<file path="src/rtl/airport_security_pkg.sv">
// Shared class codes, FSM encoding and default limits
// for the airport security lane scheduler.
package airport_security_pkg;

    localparam int STARVE_LIMIT_DEF = 4;
    localparam int SCAN_TIMEOUT_DEF = 15;

    typedef enum logic [1:0] {
        CLS_REG  = 2'd0,
        CLS_CREW = 2'd1,
        CLS_VIP  = 2'd2
    } class_e;

    typedef enum logic [2:0] {
        ST_IDLE  = 3'd0,
        ST_GRANT = 3'd1,
        ST_SCAN  = 3'd2,
        ST_WAIT  = 3'd3,
        ST_ALARM = 3'd4
    } state_e;

    function automatic class_e onehot_class(input logic [2:0] oh);
        class_e c;
        c = CLS_REG;
        if (oh[2])
            c = CLS_VIP;
        else if (oh[1])
            c = CLS_CREW;
        return c;
    endfunction

endpackage

</file>
<file path="src/rtl/lane_arbiter.sv">
// Priority arbiter VIP > crew > regular with a VIP streak
// limit so pending non-VIP passengers are not starved.
module lane_arbiter
    import airport_security_pkg::*;
#(
    parameter int STARVE_LIMIT = STARVE_LIMIT_DEF
) (
    input  logic       clk,
    input  logic       reset_n,
    input  logic [2:0] req,
    input  logic       update,
    output logic [2:0] sel
);

    localparam int SW = $clog2(STARVE_LIMIT + 2);

    logic [SW-1:0] streak;
    logic          starve;

    // Select the winner from the current requests and streak
    always_comb begin
        sel    = 3'b000;
        starve = req[2] && (req[1:0] != 2'b00)
                 && (streak == SW'(STARVE_LIMIT));
        if (starve && req[1])
            sel = 3'b010;
        else if (starve)
            sel = 3'b001;
        else if (req[2])
            sel = 3'b100;
        else if (req[1])
            sel = 3'b010;
        else if (req[0])
            sel = 3'b001;
    end

    // Count VIP wins that bypassed a waiting non-VIP passenger
    always_ff @(posedge clk or negedge reset_n) begin
        if (!reset_n)
            streak <= '0;
        else if (update) begin
            if (sel[2] && (req[1:0] != 2'b00))
                streak <= streak + 1'b1;
            else
                streak <= '0;
        end
    end

endmodule

</file>
<file path="src/rtl/airport_lane_scheduler.sv">
// Security lane scheduler: grants one passenger class,
// drives the shared scanner and tracks completions.
module airport_lane_scheduler
    import airport_security_pkg::*;
#(
    parameter int STARVE_LIMIT = STARVE_LIMIT_DEF,
    parameter int SCAN_TIMEOUT = SCAN_TIMEOUT_DEF
) (
    input  logic        clk,
    input  logic        reset_n,
    input  logic [2:0]  req,
    input  logic [23:0] bag_data,
    input  logic        scan_done,
    input  logic        alarm_clr,
    output logic [2:0]  grant,
    output logic        scan_start,
    output logic [7:0]  scan_data,
    output logic [1:0]  scan_class,
    output logic        busy,
    output logic        alarm,
    output logic [11:0] served_cnt
);

    localparam int TW = $clog2(SCAN_TIMEOUT + 1);

    state_e        state, next_state;
    logic [2:0]    arb_sel;
    logic [2:0]    sel_q;
    class_e        cls_q;
    logic [7:0]    data_q;
    logic [TW-1:0] timer;
    logic [11:0]   served;
    logic          arb_update;
    logic          done_hit;

    assign arb_update = (state == ST_IDLE) && (req != 3'b000);
    assign done_hit   = (state == ST_WAIT) && scan_done;
    assign scan_data  = data_q;
    assign scan_class = cls_q;
    assign served_cnt = served;

    lane_arbiter #(
        .STARVE_LIMIT(STARVE_LIMIT)
    ) u_arb (
        .clk    (clk),
        .reset_n(reset_n),
        .req    (req),
        .update (arb_update),
        .sel    (arb_sel)
    );

    // State register
    always_ff @(posedge clk or negedge reset_n) begin
        if (!reset_n)
            state <= ST_IDLE;
        else
            state <= next_state;
    end

    // Next state and per-state outputs; timer counts finished
    // WAIT cycles, so the last allowed one sees TIMEOUT-1
    always_comb begin
        next_state = state;
        grant      = 3'b000;
        scan_start = 1'b0;
        busy       = 1'b1;
        alarm      = 1'b0;
        case (state)
            ST_IDLE: begin
                busy = 1'b0;
                if (req != 3'b000)
                    next_state = ST_GRANT;
            end
            ST_GRANT: begin
                grant      = sel_q;
                next_state = ST_SCAN;
            end
            ST_SCAN: begin
                scan_start = 1'b1;
                next_state = ST_WAIT;
            end
            ST_WAIT: begin
                if (scan_done)
                    next_state = ST_IDLE;
                else if (timer == TW'(SCAN_TIMEOUT - 1))
                    next_state = ST_ALARM;
            end
            ST_ALARM: begin
                alarm = 1'b1;
                if (alarm_clr)
                    next_state = ST_IDLE;
            end
            default: next_state = ST_IDLE;
        endcase
    end

    // Capture the arbitration result and baggage byte
    always_ff @(posedge clk or negedge reset_n) begin
        if (!reset_n) begin
            sel_q  <= 3'b000;
            cls_q  <= CLS_REG;
            data_q <= 8'h00;
        end else if (arb_update) begin
            sel_q <= arb_sel;
            cls_q <= onehot_class(arb_sel);
            if (arb_sel[2])
                data_q <= bag_data[23:16];
            else if (arb_sel[1])
                data_q <= bag_data[15:8];
            else
                data_q <= bag_data[7:0];
        end
    end

    // Scan timeout timer
    always_ff @(posedge clk or negedge reset_n) begin
        if (!reset_n)
            timer <= '0;
        else if (state == ST_SCAN)
            timer <= '0;
        else if ((state == ST_WAIT) && !scan_done)
            timer <= timer + 1'b1;
    end

    // Saturating per-class completion counters
    always_ff @(posedge clk or negedge reset_n) begin
        if (!reset_n)
            served <= 12'h000;
        else if (done_hit) begin
            case (cls_q)
                CLS_VIP:
                    if (served[11:8] != 4'hF)
                        served[11:8] <= served[11:8] + 4'd1;
                CLS_CREW:
                    if (served[7:4] != 4'hF)
                        served[7:4] <= served[7:4] + 4'd1;
                default:
                    if (served[3:0] != 4'hF)
                        served[3:0] <= served[3:0] + 4'd1;
            endcase
        end
    end

endmodule

</file>
<file path="config.mk">
export PLATFORM = sky130hd
export DESIGN_NAME = airport_lane_scheduler
export DESIGN_NICKNAME = d
export VERILOG_FILES = /design/src/rtl/airport_security_pkg.sv /design/src/rtl/lane_arbiter.sv /design/src/rtl/airport_lane_scheduler.sv
export SDC_FILE = /design/constraint.sdc
export NUM_CORES = 1
export LEC_CHECK = 0
export ABC_AREA = 0
export BUFFER_PORTS_ARGS = -buffer_cell sky130_fd_sc_hd__buf_4
export CORE_MARGIN = 3
export CORE_UTILIZATION = 51
export CTS_CLUSTER_DIAMETER = 200
export DETAILED_ROUTE_END_ITERATION = 10
export GPL_TIMING_DRIVEN = 0
export PLACE_DENSITY = 0.76
export REMOVE_ABC_BUFFERS = 1
export SETUP_SLACK_MARGIN = 0.2
export SYNTH_ARGS = -nofsm -noshare
export SYNTH_HDL_FRONTEND = slang
export SYNTH_HIERARCHICAL = 1
export SYNTH_SLANG_ARGS = --single-unit
</file>
<file path="constraint.sdc">
create_clock -name clk -period 2.15 [get_ports clk]
set_input_delay 0.43 -clock clk [delete_from_list [all_inputs] [get_ports clk]]
set_output_delay 0.43 -clock clk [all_outputs]
set_load 0.02 [all_outputs]
</file>
==> flow_summary.json <==
{
  "status": "completed",
  "grt_start_max_net_pins": 35,
  "r2r-start": "u_arb/streak[0]",
  "wl_met3_um": 258,
  "crit_path_end_kind": "primary output",
  "wl_met1_um": 1945,
  "dp_cells": 278,
  "layout_commonest_cell": "buf_4",
  "final_period_minus_worst_setup_slack_ps": 1821,
  "synth_top_area_share_pct": 42.61,
  "drive_above_1_share_pct": 39.33,
  "stdcell_count": 287,
  "synth_top_area_cell": "dfrtp_1",
  "worstPathRequired_ps": 1720,
  "htree_num_levels": 2,
  "synthCells": 182,
  "cp_max_fo": 14,
  "rsz0062_at_grt": "no",
  "final_cell_mix": "buf_4 (58), dfrtp_1 (34), mux2_2 (12), o21ai_0 (11)",
  "num_vias": 1605,
  "synth_edf_count": 0,
  "yosys_warnings": 6,
  "grt_pass1_vias": 1476,
  "path_clk_slew_ps": 70,
  "drv_cap": 0,
  "cts_made_buffers": 5,
  "grt.overflow.total": 0,
  "routed.top_layer": "met4",
  "critPathKind": "flop to primary output",
  "yosysUniqueCellTypes": 46,
  "timing.final.crit_share_pct": 84.68,
  "yosys_register_bits": 34,
  "grt_usage_pct": 19.12,
  "power_mw": 3.380,
  "wl_met2_um": 1914,
  "syn_avg_cell_area_um2": 10.97,
  "hpwlAfterDp_um": 2950,
  "gp_congestion": 0.8395,
  "fin_worst_skew_ps": 6.037,
  "ir_drop_mv": 0.7674,
  "cts_root_buf": "clkbuf_8",
  "nets": 278,
  "placed_area_um2": 2415,
  "max_slew.worst_pin.slew_ps": 485.9,
  "nFillCells": 306,
  "timing.rr.end": "scan_data[3]",
  "start_util_pct": 53.74,
  "finalWirelength_um": 4171,
  "syn_area_um2": 1997,
  "cts_tree": "done",
  "die_area_um2": 4703,
  "port_buffers": 58,
  "hold_viol": 0,
  "clk_latency_ps": 290,
  "die_w_um": 68.58,
  "startpoint_type": "flop",
  "detail-route-antenna-nets": 0,
  "p_per_area_nw_per_um2": 1328,
  "post_cts_buffers": 0,
  "num_rows": 22,
  "final_core_util_pct": 68.52,
  "slew_viol_final": 0,
  "synthTopCellsByArea": "dfrtp_1 (43%), mux2_2 (6.8%), ha_1 (5.6%)",
  "io_pins": 59,
  "antenna_cells": 0,
  "antenna_found_initial": 0,
  "design.core.area_um2": 3716,
  "reg2reg_depth": 7,
  "ys_seq_area_share_pct": 42.61,
  "power.leakage_nw": 1.221,
  "dr.first_iter.drc_count": 82,
  "die_h_um": 68.58,
  "grt_pass1_wl_um": 6603,
  "wl_per_cell_um": 14.53,
  "setup_slack_ps": 329.4,
  "worst-r2r-setup-slack_ps": 350,
  "hold_path_class": "primary input to asynchronous set/reset pin",
  "place_ws_ps": -373.0,
  "synthFlopType": "dfrtp_1",
  "drc": 0,
  "stdcell_area_um2": 2546,
  "final-setup-viol-count": 0,
  "critPathArrivalTime_ps": 1390,
  "synthToLayoutAreaGrowth_pct": 27.51,
  "async_flop_share_pct": 100.0,
  "clock-sinks": 34,
  "max_freq_mhz": 549.3,
  "clockBufferDepth": 2,
  "slew_headroom_pct": 67.36,
  "firstDrtPassIters": 4,
  "viasPerCell": 5.592,
  "ctsHoldBuffers": 0
}
## Yosys cell counts (3+ instances only)
| master | count |
|---|---|
| nor2b_1 | 8 |
| and3_1 | 6 |
| nand2_1 | 8 |
| o21ai_0 | 11 |
| a41oi_1 | 6 |
| a31oi_1 | 7 |
| mux2i_1 | 10 |
| inv_1 | 10 |
| nand3_2 | 3 |
| nand4_1 | 3 |
| mux2_4 | 3 |
| ha_1 | 9 |
| xnor2_1 | 3 |
| dfrtp_1 | 34 |
| nor2_1 | 4 |
| nand3_1 | 6 |
| mux2_2 | 12 |
| buf_6 | 4 |
## worst max-delay path, cell delays in order, from the launching register on
cell and delay, ps:
dfrtp_1 610, nor2_1 130, and2_2 210, buf_4 150
## worst max path at each step
stage / startpoint / to / slack, ps / depth (start not counted)
6_report: state[0] / alarm / 330 / 3
5_1_grt: u_arb/streak[0] / scan_data[3] / 230 / 7
4_1_cts: u_arb/streak[0] / scan_data[3] / 240 / 7
3_5_place_dp: req[1] / scan_data[6] / -370 / 5
3_3_place_gp: req[1] / scan_data[3] / -350 / 5
2_1_floorplan: req[1] / scan_data[0] / 210 / 4
## sequential cells by signal, summed over array words and instances (netlist names)
register	cells
scan_data	8
u_arb/streak	3
state	3
sel_q	3
served_cnt	12
timer	4
scan_class	1
## metrics by stage
stage / hold slack, ps / TNS, ps
floorplan: 134.4 / 0
global placement: 406.5 / -2524
detailed placement: 405.4 / -2893
CTS: 100.7 / 0
global route: 108.7 / 0
finish: 78.67 / 0
## final cells by class
| type | count | area [um^2] | share of cell area, % |
|---|---|---|---|
| well taps | 48 | 60.06 | 2.359 |
| clock inverters | 1 | 5.005 | 0.1966 |
| clock buffers | 7 | 86.33 | 3.391 |
| multi-input cells | 129 | 1071 | 42.06 |
| flip-flops and latches | 34 | 850.8 | 33.42 |
| inverters | 10 | 37.54 | 1.474 |
| repair buffers | 58 | 435.4 | 17.10 |
## cell families (layout without fill, tap and decap cells)
family	after synthesis	in the layout	share of synthesized area, %
and+or+nand+nor	55	56	18.05
adders and majority gates	9	9	5.639
muxes	25	25	14.04
xor gates and xnor gates	3	3	1.316
buffers and inverters	20	76	5.764
DFF	34	34	42.61
AOI/OAI and AO/OA	36	36	12.59
## where the power goes
group	switching [mW]	total (mW)	internal [mW]
Combinational	0.859	1.68	0.823
Clock	0.224	0.482	0.258
Sequential	0.303	1.22	0.913
## layer usage
metal / track usage [%] / vias to the layer above
met2: 30.27 / 50
met3: 4.862 / 5
met4: 8.189 / 0
met5: 0 / -
li1: - / 783
met1: 24.71 / 767
## repair_timing
item / 4_1_cts / 5_1_grt
pin swaps: 0 / 0
gates cloned: 0 / 1
setup endpoints to repair: 10 / 11
gates resized for setup: 5 / 3
No activity file was read; power rests on OpenSTA's default activity.
